--- src/rtl/mpf_prim_fifo_lutram_pkg.sv ---
// Shared helpers for the LUTRAM FIFO primitives: pointer-width derivation.
package mpf_prim_fifo_lutram_pkg;

    // Address width for a power-of-two depth; never narrower than one bit.
    function automatic int unsigned mpf_ptr_bits(input int unsigned n_entries);
        return (n_entries < 2) ? 1 : $clog2(n_entries);
    endfunction

endpackage

--- src/rtl/mpf_prim_lutram.sv ---
// Distributed-RAM array: synchronous write port, asynchronous read port.
module mpf_prim_lutram
    import mpf_prim_fifo_lutram_pkg::*;
#(
    parameter int unsigned N_DATA_BITS = 32,
    parameter int unsigned N_ENTRIES   = 2,
    localparam int unsigned ADDR_W     = mpf_ptr_bits(N_ENTRIES)
) (
    input  logic                   clk,
    input  logic                   wr_en,
    input  logic [ADDR_W-1:0]      wr_addr,
    input  logic [N_DATA_BITS-1:0] wr_data,
    input  logic [ADDR_W-1:0]      rd_addr,
    output logic [N_DATA_BITS-1:0] rd_data
);

    logic [N_DATA_BITS-1:0] mem [N_ENTRIES];

    // Write the addressed slot on the rising edge.
    // NOTE: the storage array has no reset; clearing it would stop it mapping
    // onto distributed RAM, and the pointers already mark every slot invalid.
    always_ff @(posedge clk) begin
        if (wr_en) begin
            mem[wr_addr] <= wr_data;
        end
    end

    assign rd_data = mem[rd_addr];

endmodule

--- src/rtl/mpf_prim_fifo_lutram.sv ---
// Show-ahead FIFO on LUTRAM storage with an optional output register stage.
module mpf_prim_fifo_lutram
    import mpf_prim_fifo_lutram_pkg::*;
#(
    parameter int unsigned N_DATA_BITS     = 32,
    parameter int unsigned N_ENTRIES       = 2,
    parameter int unsigned THRESHOLD       = 1,
    parameter int unsigned REGISTER_OUTPUT = 0
) (
    input  logic                   clk,
    input  logic                   reset,
    input  logic [N_DATA_BITS-1:0] enq_data,
    input  logic                   enq_en,
    output logic                   notFull,
    output logic                   almostFull,
    output logic [N_DATA_BITS-1:0] first,
    input  logic                   deq_en,
    output logic                   notEmpty
);

    localparam int unsigned PTR_W = mpf_ptr_bits(N_ENTRIES);
    localparam int unsigned CNT_W = PTR_W + 1;

    logic [PTR_W-1:0]       wr_ptr_q, wr_ptr_d;
    logic [PTR_W-1:0]       rd_ptr_q, rd_ptr_d;
    logic [CNT_W-1:0]       count_q,  count_d;
    logic [CNT_W-1:0]       free_slots;
    logic [N_DATA_BITS-1:0] rd_data;
    logic                   enq_ok;
    logic                   deq_ok;
    logic                   core_pop;
    logic                   core_not_empty;

    mpf_prim_lutram #(
        .N_DATA_BITS (N_DATA_BITS),
        .N_ENTRIES   (N_ENTRIES)
    ) u_lutram (
        .clk     (clk),
        .wr_en   (enq_ok),
        .wr_addr (wr_ptr_q),
        .wr_data (enq_data),
        .rd_addr (rd_ptr_q),
        .rd_data (rd_data)
    );

    // Flags decode registered occupancy only, so strobes never reach outputs.
    assign core_not_empty = (count_q != '0);
    assign notFull        = (count_q != CNT_W'(N_ENTRIES));
    assign free_slots     = CNT_W'(N_ENTRIES) - count_q;
    assign almostFull     = (free_slots <= CNT_W'(THRESHOLD));

    // An enqueue into a full core is dropped outright.
    assign enq_ok = enq_en && notFull;

    // Next pointer and occupancy from the accepted push and the core pop.
    // NOTE: every always_comb output gets a default first so no path leaves
    // it unassigned, which would otherwise infer a latch.
    always_comb begin
        wr_ptr_d = wr_ptr_q;
        rd_ptr_d = rd_ptr_q;
        count_d  = count_q;
        if (enq_ok) begin
            wr_ptr_d = wr_ptr_q + PTR_W'(1);
        end
        if (core_pop) begin
            rd_ptr_d = rd_ptr_q + PTR_W'(1);
        end
        case ({enq_ok, core_pop})
            2'b10:   count_d = count_q + CNT_W'(1);
            2'b01:   count_d = count_q - CNT_W'(1);
            default: count_d = count_q;
        endcase
    end

    // Pointer and occupancy registers; reset empties the FIFO at once.
    // NOTE: clocked state uses non-blocking assignment so every register
    // samples pre-edge values regardless of block ordering.
    always_ff @(posedge clk or posedge reset) begin
        if (reset) begin
            wr_ptr_q <= '0;
            rd_ptr_q <= '0;
            count_q  <= '0;
        end else begin
            wr_ptr_q <= wr_ptr_d;
            rd_ptr_q <= rd_ptr_d;
            count_q  <= count_d;
        end
    end

    if (REGISTER_OUTPUT != 0) begin : g_reg_out
        logic                   out_valid_q, out_valid_d;
        logic [N_DATA_BITS-1:0] out_data_q;

        // Refill the output stage whenever it is empty or being consumed.
        assign deq_ok      = deq_en && out_valid_q;
        assign core_pop    = core_not_empty && (!out_valid_q || deq_ok);
        assign out_valid_d = core_not_empty || (out_valid_q && !deq_ok);

        // Output stage register: holds the head entry off the LUTRAM read path.
        always_ff @(posedge clk or posedge reset) begin
            if (reset) begin
                out_valid_q <= 1'b0;
                out_data_q  <= '0;
            end else begin
                out_valid_q <= out_valid_d;
                if (core_pop) begin
                    out_data_q <= rd_data;
                end
            end
        end

        assign first    = out_data_q;
        assign notEmpty = out_valid_q;
    end else begin : g_comb_out
        assign deq_ok   = deq_en && core_not_empty;
        assign core_pop = deq_ok;
        // Gate the unreset array so an empty FIFO presents zero.
        assign first    = core_not_empty ? rd_data : '0;
        assign notEmpty = core_not_empty;
    end

`ifndef SYNTHESIS
    // Flag protocol violations; the offending strobe is ignored by the logic.
    always @(posedge clk) begin
        if (!reset) begin
            assert (!(enq_en && !notFull))
                else $warning("mpf_prim_fifo_lutram: enq_en while full ignored");
            assert (!(deq_en && !notEmpty))
                else $warning("mpf_prim_fifo_lutram: deq_en while empty ignored");
        end
    end
`endif

endmodule

--- config.mk ---
export PLATFORM = sky130hd
export DESIGN_NAME = mpf_prim_fifo_lutram
export DESIGN_NICKNAME = d
export VERILOG_FILES = /design/src/rtl/mpf_prim_fifo_lutram_pkg.sv /design/src/rtl/mpf_prim_lutram.sv /design/src/rtl/mpf_prim_fifo_lutram.sv
export SDC_FILE = /design/constraint.sdc
export NUM_CORES = 1
export LEC_CHECK = 0
export ABC_AREA = 0
export CAP_MARGIN = 20
export CORE_MARGIN = 4
export CORE_UTILIZATION = 40
export CTS_BUF_LIST = sky130_fd_sc_hd__clkbuf_8
export DETAILED_ROUTE_END_ITERATION = 6
export PLACE_DENSITY = 0.67
export SKIP_CTS_REPAIR_TIMING = 1
export SKIP_LAST_GASP = 1
export SLEW_MARGIN = 10
export SYNTH_ARGS = -nofsm -noshare
export SYNTH_HDL_FRONTEND = slang
export SYNTH_HIERARCHICAL = 1
export SYNTH_SLANG_ARGS = --single-unit
--- constraint.sdc ---
create_clock -name clk -period 3.4 [get_ports clk]
set_input_delay 1.02 -clock clk [delete_from_list [all_inputs] [get_ports clk]]
set_output_delay 1.02 -clock clk [all_outputs]
set_load 0.005 [all_outputs]
**Word level (Yosys, flattened, before mapping)**

Memories as Yosys holds them, arrays and structs flattened.
Cells that the tools add are included.
W data, S select, Z words.

- Register bits: 4
- Latch bits: 0
- RAM bits: 64
- Bits in read-only memories: 0
- Bits of input ports: 36
- Logic and storage cells: 21
- Memories: 1

- Add/sub/neg operators: 5
- $mul: 0
- Div/mod/pow operators: 0
- Order comparisons: 1
- Equal/unequal tests: 3
- Shifts and indexed selects: 0
- Muxes and demuxes: 4
- Bitwise gates (word level): 0
- Reductions and logical operators: 4

Memory list:

| name | depth | width | rd ports | clocked after Yosys merged registers in | wr ports | line | text |
|---|---|---|---|---|---|---|---|
| u_lutram.mem | 2 | 32 | 1 | 0 | 1 | mpf_prim_lutram.sv:17 | `logic [N_DATA_BITS-1:0] mem [N_ENTRIES];` |

Operators with widths:

| cell | number |
|---|---|
| $mux W32 | 1 |
| $pmux W2 S2 | 1 |
| $reduce_bool A2 Y1 | 2 |
| $add A1 B1 Y1 const B | 2 |
| $add A2 B1 Y2 const B | 1 |
| $eq A2 B1 Y1 const B | 1 |
| $eq A2 B2 Y1 const B | 1 |
| $le A2 B1 Y1 const B | 1 |
| $logic_and A1 B1 Y1 | 2 |
| $mux W1 | 2 |
| $ne A2 B2 Y1 const B | 1 |
| $sub A2 B1 Y2 const B | 1 |
| $sub A2 B2 Y2 const A | 1 |

**Logic depth before layout (Yosys ltp)**

Gate-level depths: netlist of the first run.

- Word-level depth: 4
- Gate-level depth with buffers: 8
- Mapped depth without buffers: 8

**Hierarchy**

The synthesis of the first run kept the hierarchy.

By module, submodules not included:

| module | instances | cells each | area each (µm²) |
|---|---|---|---|
| mpf_prim_lutram | 1 | 102 | 2,478.6 |
| mpf_prim_fifo_lutram | 1 | 56 | 432.9 |

**Worst setup path before layout of the first run**

OpenSTA, ideal clock, no wires.

- Kind: input-to-reg
- Start: in enq_en
- End: mem u_lutram.mem[0][0] (enable)
- Library setup time: 0.425 ns
- Data arrival time: 2.628 ns
- Required time: 2.975 ns
- Slack: 0.347 ns
- Stages on the path: 3
- Buffers on the path: 0
- Path through: nand2_1 -> inv_1 -> nor2b_1

- Cells in the longest elaborated chain, start to end: 3

RTL lines:

| element | line | text |
|---|---|---|
| start: declaration | mpf_prim_fifo_lutram.sv:13 | `input logic enq_en,` |
| $logic_and A1 B1 Y1 | mpf_prim_fifo_lutram.sv:53 | `assign enq_ok = enq_en && notFull;` |
| net enq_ok | mpf_prim_fifo_lutram.sv:29 | `logic enq_ok;` |
| $mux W1 | mpf_prim_lutram.sv:23 | `if (wr_en) begin` |
| $mux W1 (implied by the code) | mpf_prim_lutram.sv:24 | `mem[wr_addr] <= wr_data;` |
| end: declaration | mpf_prim_lutram.sv:17 |  |

The timed path passes the listed nets, and every way through them passes these cells.

**Worst setup path in the final report of the first run**

- Start: reg rd_ptr_q
- End: out first[30]

- Cells in the longest elaborated chain, start to end: 2

RTL lines:

| element | line | text |
|---|---|---|
| start: declaration | mpf_prim_fifo_lutram.sv:25 | `logic [PTR_W-1:0] rd_ptr_q, rd_ptr_d;` |
| start signal: assignment | mpf_prim_fifo_lutram.sv:85 | `rd_ptr_q <= rd_ptr_d;` |
| $mem_v2 Z2 W32 | - |  |
| net rd_data[30] | mpf_prim_fifo_lutram.sv:28 | `logic [N_DATA_BITS-1:0] rd_data;` |
| $mux W32 | mpf_prim_fifo_lutram.sv:118 | `assign first = core_not_empty ? rd_data : '0;` |
| end: declaration | mpf_prim_fifo_lutram.sv:16 | `output logic [N_DATA_BITS-1:0] first,` |

The timed path passes the listed nets, and every way through them passes these cells.

==> metrics.md, run 1 <==
| Metric | Value |
|---|---|
| Finish-stage setup viols | 0 |
| Setup CP Type | register to output pin |
| Pre-antenna DRT Iters | 4 |
| Crit path arrival time | 2110 ps |
| CP Capture Type | output pin |
| Period minus WS final | 3130 ps |
| Num CTS Buffers | 9 |
| Clk_lat worst skew | 330 ps |
| # nets final | 276 |
| Post-synthesis sequential area ratio | 69.4% |
| Port buffer count | 70 |
| H-tree depth | 3 |
| Cell variety after synth | 15 |
| Syn_nets | 197 |
| Die ar. | 8710 um2 |
| CTS tree | built |
| Syn Area/Cell | 18.4 um2 |
| Antenna Nets Post-Route | 0 |
| Peak Freq | 0.320 GHz |
| Slew margin rel. | 68.1% |
| Core box area | 6940 um2 |
| Maxcap violations | 0 |
| Max Used Layer | met4 |
| Mapped Cells | 158 |
| IO Pins | 71 |
| Max VDD drop | 0.000409 V |
| # diodes | 0 |
| HP Class | register to register |
| # rows | 30 |
| Vias in the first global route | 1608 |
| Global-route wire length before repair | 7.74 mm |
| Total Wirelength | 5.02 mm |
| Post-route clock period utilization | 92.0% |
| Seq cells post-synth | 68 |
| Status | finished, final reports clean |
| Antenna violations before repair | 0 |
| Initial Utilization | 41.9% |
| Worst-Margin Slew | 478 ps |
| Die Width | 93.3 um |
| Critical path peak fanout | 24 |
| Fin Setup TNS | 0 ps |
| CP Launch Type | register |
| Clock sink count | 68 |
| Hpwl dp | 3.40 mm |
| Synth area leader | edfxtp_1 |
| Final core utilization | 56.1% |
| Global route total overflow | 0 |
| Dpl ws | 610 ps |
| Detail Route met3 WL | 311 um |
| 1st-iter DRT viols | 23 |
| FILL cells | 553 |
| Total of warnings raised by yosys | 6 |
| Placed cells | 322 |
| Largest net degree at the start of global routing | 35 |
| WL met1 | 2.22 mm |
| Max Buffers Root-to-Sink | 2 |
| Layout cells sized above 1 | 22.0% |
| Leakage Power | 0.00145 uW |
| PwrDens | 844 nW/um2 |
| Vias per cell | 4.51 |
| Met2 wire length | 2.43 mm |
| Clock Skew | 4.18 ps |
| Synth top area share | 66.0% |
| Worst path required time | 2380 ps |
| Root Buffer | clkbuf_8 |
| Unrepaired setup endpoints after global routing | false |
| Final worst slack | 271 ps |
| Drt drc | 0 |
| Final Max Tran Viols | 0 |
| Routed len/inst | 14.9 um |
| Global-route usage over all layers | 12.0% |
| Synth Cell Area | 2910 um2 |
| Final GP Congestion | 0.689 |
| Die height | 93.3 um |
| Hold path cells | 1 |
| Worst-path clk slew | 70 ps |
| Fin cells | 337 |
| R2R depth | 7 |
| Final Hold Violating Endpoints | 0 |
| Dominant cells by area after synthesis | edfxtp_1, mux2_4, nor2b_1 |
| Synthesis-to-finish area growth | 33.9% |
| DR vias | 1521 |
layout make-up:
cell class	instances	area [um2]	area share, %
clock inverter	6	56.3	1.44
tap	96	120	3.08
multi-input combinational	77	788	20.2
inverter	6	22.5	0.578
timing repair buffer	75	763	19.6
clock buffer	9	124	3.18
sequential	68	2020	51.9
registers in the layout, summed over array words and instances, names as in the netlist:
register      count
u_lutram/mem     64
count_q           2
rd_ptr_q          1
wr_ptr_q          1
metrics by stage:
stage / power, uW / hold slack (ps) / cell area [um2]
floorplan: 2080 / 456 / 2910
finish: 3290 / 522 / 3900
CTS: 3350 / 528 / 3900
global route: 3490 / 571 / 3900
global placement: 2720 / 505 / 3720
detailed placement: 2730 / 518 / 3720
cell families (layout without fill, tap and decap cells):
kind of cell | count (synthesis) | after routing | share of synthesized area, %
multiplexers | 32 | 32 | 16.2
buffers and inverters | 13 | 96 | 3.74
flip-flops | 68 | 68 | 69.4
XOR/XNOR | 5 | 5 | 1.50
AND/OR/NAND/NOR | 37 | 37 | 7.78
adder cells (fa/ha/maj) | 3 | 3 | 1.29
power by group:
| group | internal, uW | leakage, uW | switching [uW] |
|---|---|---|---|
| sequential | 1150 | 0.000640 | 85.5 |
| combinational | 914 | 0.000720 | 542 |
| clock | 328 | 0.0000923 | 273 |
path summary, 6_finish.rpt:
| kind | startpoint | slack [ps] | end |
|---|---|---|---|
| setup / recovery | rd_ptr_q$_DFFE_PP0P_ | 270 | first[30] |
| hold / removal | count_q[0]$_DFFE_PP0P_ | 520 | count_q[0]$_DFFE_PP0P_ |
| setup reg to reg | count_q[0]$_DFFE_PP0P_ | 1480 | u_lutram/mem[0][5]$_DFFE_PP_ |
| hold reg to reg | count_q[0]$_DFFE_PP0P_ | 520 | count_q[0]$_DFFE_PP0P_ |
| max in group asynchronous | reset | 2350 | rd_ptr_q$_DFFE_PP0P_ |
| min in group asynchronous | reset | 880 | count_q[1]$_DFFE_PP0P_ |
worst max-delay path: stages (launching register included):
cell and delay, ps:
dfrtp_2 560, buf_12 270, mux2_2 350, nor2b_1 130, clkdlybuf4s50_1 470
synth_stat cells:
master    instances
buf_12            3
buf_6             1
mux2_4           30
ha_1              3
mux2_2            2
xnor2_1           3
edfxtp_1         64
nor2b_1          34
xor2_1            2
inv_1             6
buf_2             3
nor2_1            1
and2_1            1
dfrtp_1           4
nand2_1           1
metal layers:
layer,vias up,track usage (%)
met2,49,19.1
met4,0,5.86
met1,748,14.5
met5,-,0
met3,5,3.86
li1,719,-
cells in the final DEF (no fill, tap or decap), drive strengths merged:
master	synthesis	routed
buf	7	5
nor2b	34	34
nor2	1	1
nand2	1	1
edfxtp	64	64
mux2	32	32
clkinv	0	4
inv	6	6
bufinv	0	1
clkdlybuf4s50	0	70
clkbuf	0	9
clkinvlp	0	1
xnor2	3	3
ha	3	3
and2	1	1
xor2	2	2
dfrtp	4	4
No activity file was read; power rests on OpenSTA's default activity.
==> run 2: changes to the inputs <==
==> constraint.sdc (replaced) <==
create_clock -name clk -period 3.4 [get_ports clk]
set_input_delay 1.02 -clock clk [delete_from_list [all_inputs] [get_ports clk]]
set_output_delay 1.02 -clock clk [all_outputs]
set_load 0.05 [all_outputs]
==> run 2 against run 1 <==
Against the previous run: maximum frequency grew 6.4%; worst hold slack better by 9.4 ps; utilization shrank 0.31 points; critical path depth unchanged.
==> metrics.md, run 2 (synthesis results as in run 1) <==
| Metric | Value |
|---|---|
| Leading cell type in the layout, fill and taps excluded | edfxtp_1 (was clkdlybuf4s50_1) |
| Pre-antenna DRT Iters | 4 (unchanged) |
| Period minus WS final | 2940 ps (was 3130 ps) |
| Global route total overflow | 0 (unchanged) |
| 1st-iter DRT viols | 48 (was 23) |
| Clock sink count | 68 (unchanged) |
| Antenna violations before repair | 0 (unchanged) |
| Worst path required time | 2380 ps (about the same) |
| CTS tree | built (unchanged) |
| Synthesis-to-finish area growth | 33.1% (was 33.9%) |
| # rows | 30 (unchanged) |
| Peak Freq | 0.340 GHz (was 0.320 GHz) |
| Max Buffers Root-to-Sink | 2 (unchanged) |
| Maxcap violations | 0 (unchanged) |
| Port buffer count | 70 (unchanged) |
| Placed cells | 324 (was 322) |
| Post-route clock period utilization | 86.5% (was 92.0%) |
| Cell Chain, Critical Path | buf_12 > mux2_2 > nor2b_1 > buf_4 (was buf_12 > mux2_2 > nor2b_1 > clkdlybuf4s50_1) |
| Drt drc | 0 (unchanged) |
| Max reg flops | 64 (unchanged) |
| Worst path slowest cell | dfrtp_2 (unchanged) |
| # diodes | 0 (unchanged) |
| HP Class | register to register (unchanged) |
| Most frequent cells in the layout | edfxtp_1, buf_4, clkdlybuf4s50_1, nor2b_1, mux2_4 (was clkdlybuf4s50_1, edfxtp_1, nor2b_1, mux2_4, clkbuf_8) |
| Clk_lat worst skew | 330 ps (about the same) |
| Routed len/inst | 14.4 um (was 14.9 um) |
| Finish-stage setup viols | 0 (unchanged) |
| Largest net degree at the start of global routing | 35 (unchanged) |
| Crit-path max cell delay | 670 ps (was 560 ps) |
| Total Wirelength | 4.90 mm (was 5.02 mm) |
| Largest register by flop count | u_lutram/mem (unchanged) |
| Status | finished, final reports clean (unchanged) |
| Clock Skew | 5.92 ps (was 4.18 ps) |
| Unrepaired setup endpoints after global routing | false (unchanged) |
| Final Hold Violating Endpoints | 0 (unchanged) |
| Met2 wire length | 2.41 mm (was 2.43 mm) |
| Biggest regs | u_lutram/mem x64, count_q x2 (unchanged) |
| Final Max Tran Viols | 0 (unchanged) |
| Global-route wire length before repair | 7.60 mm (was 7.74 mm) |
| Die Width | 93.3 um (unchanged) |
| Num CTS Buffers | 9 (unchanged) |
| # nets final | 278 (was 276) |
| Crit path arrival time | 1920 ps (was 2110 ps) |
| Critical path peak fanout | 15 (was 24) |
| Detail Route met3 WL | 366 um (was 311 um) |
| Hpwl dp | 3.39 mm (was 3.40 mm) |
| FILL cells | 562 (was 553) |
| Antenna Nets Post-Route | 0 (unchanged) |
| WL met1 | 2.01 mm (was 2.22 mm) |
| CP Launch Type | register (unchanged) |
| Hold path cells | 1 (unchanged) |
| Slew margin rel. | 66.2% (was 68.1%) |
| Vias in the first global route | 1572 (was 1608) |
| Core box area | 6940 um2 (unchanged) |
| Initial Utilization | 41.9% (unchanged) |
| Max Used Layer | met4 (unchanged) |
| DR vias | 1525 (was 1521) |
| Hold Slack | 531 ps (was 522 ps) |
| Final GP Congestion | 0.710 (was 0.689) |
| H-tree depth | 3 (unchanged) |
| Die height | 93.3 um (unchanged) |
| CP Capture Type | output pin (unchanged) |
| Worst-Margin Slew | 505 ps (was 478 ps) |
| IO Pins | 71 (unchanged) |
| Fin Setup TNS | 0 ps (unchanged) |
| R2R depth | 7 (unchanged) |
| Die ar. | 8710 um2 (unchanged) |
| Vias per cell | 4.49 (was 4.51) |
| Fin cells | 340 (was 337) |
| Layout cells sized above 1 | 36.9% (was 22.0%) |
| Root Buffer | clkbuf_8 (unchanged) |
| Global-route usage over all layers | 11.9% (was 12.0%) |
| Worst-path clk slew | 70 ps (about the same) |
| Setup CP Type | register to output pin (unchanged) |
[run 2: layout make-up]
cell class                 instances  area, um2  area share, %
clock buffer                       9        124           3.20
sequential                        68       2020           52.2
clock inverter                     7        115           2.97
timing repair buffer              77        683           17.6
multi-input combinational         77        788           20.3
tap                               96        120           3.10
inverter                           6       22.5          0.581
[run 2: path summary, 6_finish.rpt]
check                                        from                endpoint  slack, ps
max                          rd_ptr_q$_DFFE_PP0P_               first[30]        460
min                        count_q[0]$_DFFE_PP0P_  count_q[0]$_DFFE_PP0P_        530
max reg2reg                count_q[0]$_DFFE_PP0P_  count_q[1]$_DFFE_PP0P_       1560
min reg2reg                count_q[0]$_DFFE_PP0P_  count_q[0]$_DFFE_PP0P_        530
max in group asynchronous                   reset    rd_ptr_q$_DFFE_PP0P_       2360
min in group asynchronous                   reset    wr_ptr_q$_DFFE_PP0P_        870
[run 2: critical path: cells and delay by family (launching register included)]
family | cells | cell delay (ps)
buf+inv | 2 | 430
flops | 1 | 670
mux | 1 | 340
simple gates | 1 | 130
[run 2: per-stage QoR]
stage | cell area, um2 | util [%] | setup slack, ps
after global routing | 3880 | 55.8 | 331
after detailed placement | 3640 | 52.4 | 797
after global placement | 3640 | 52.4 | 816
after floorplan | 2910 | - | 323
final | 3880 | 55.8 | 459
after CTS | 3880 | 55.8 | 408
[run 2: layer usage]
metal	track usage, %	up-vias
li1	-	726
met1	14.2	737
met2	18.8	53
met3	3.78	9
met4	6.96	0
met5	0	-
Power of run 2 is left out: the tool's default activity adds up to more than one toggle a clock period on the data nets, which glitch-free logic cannot reach.
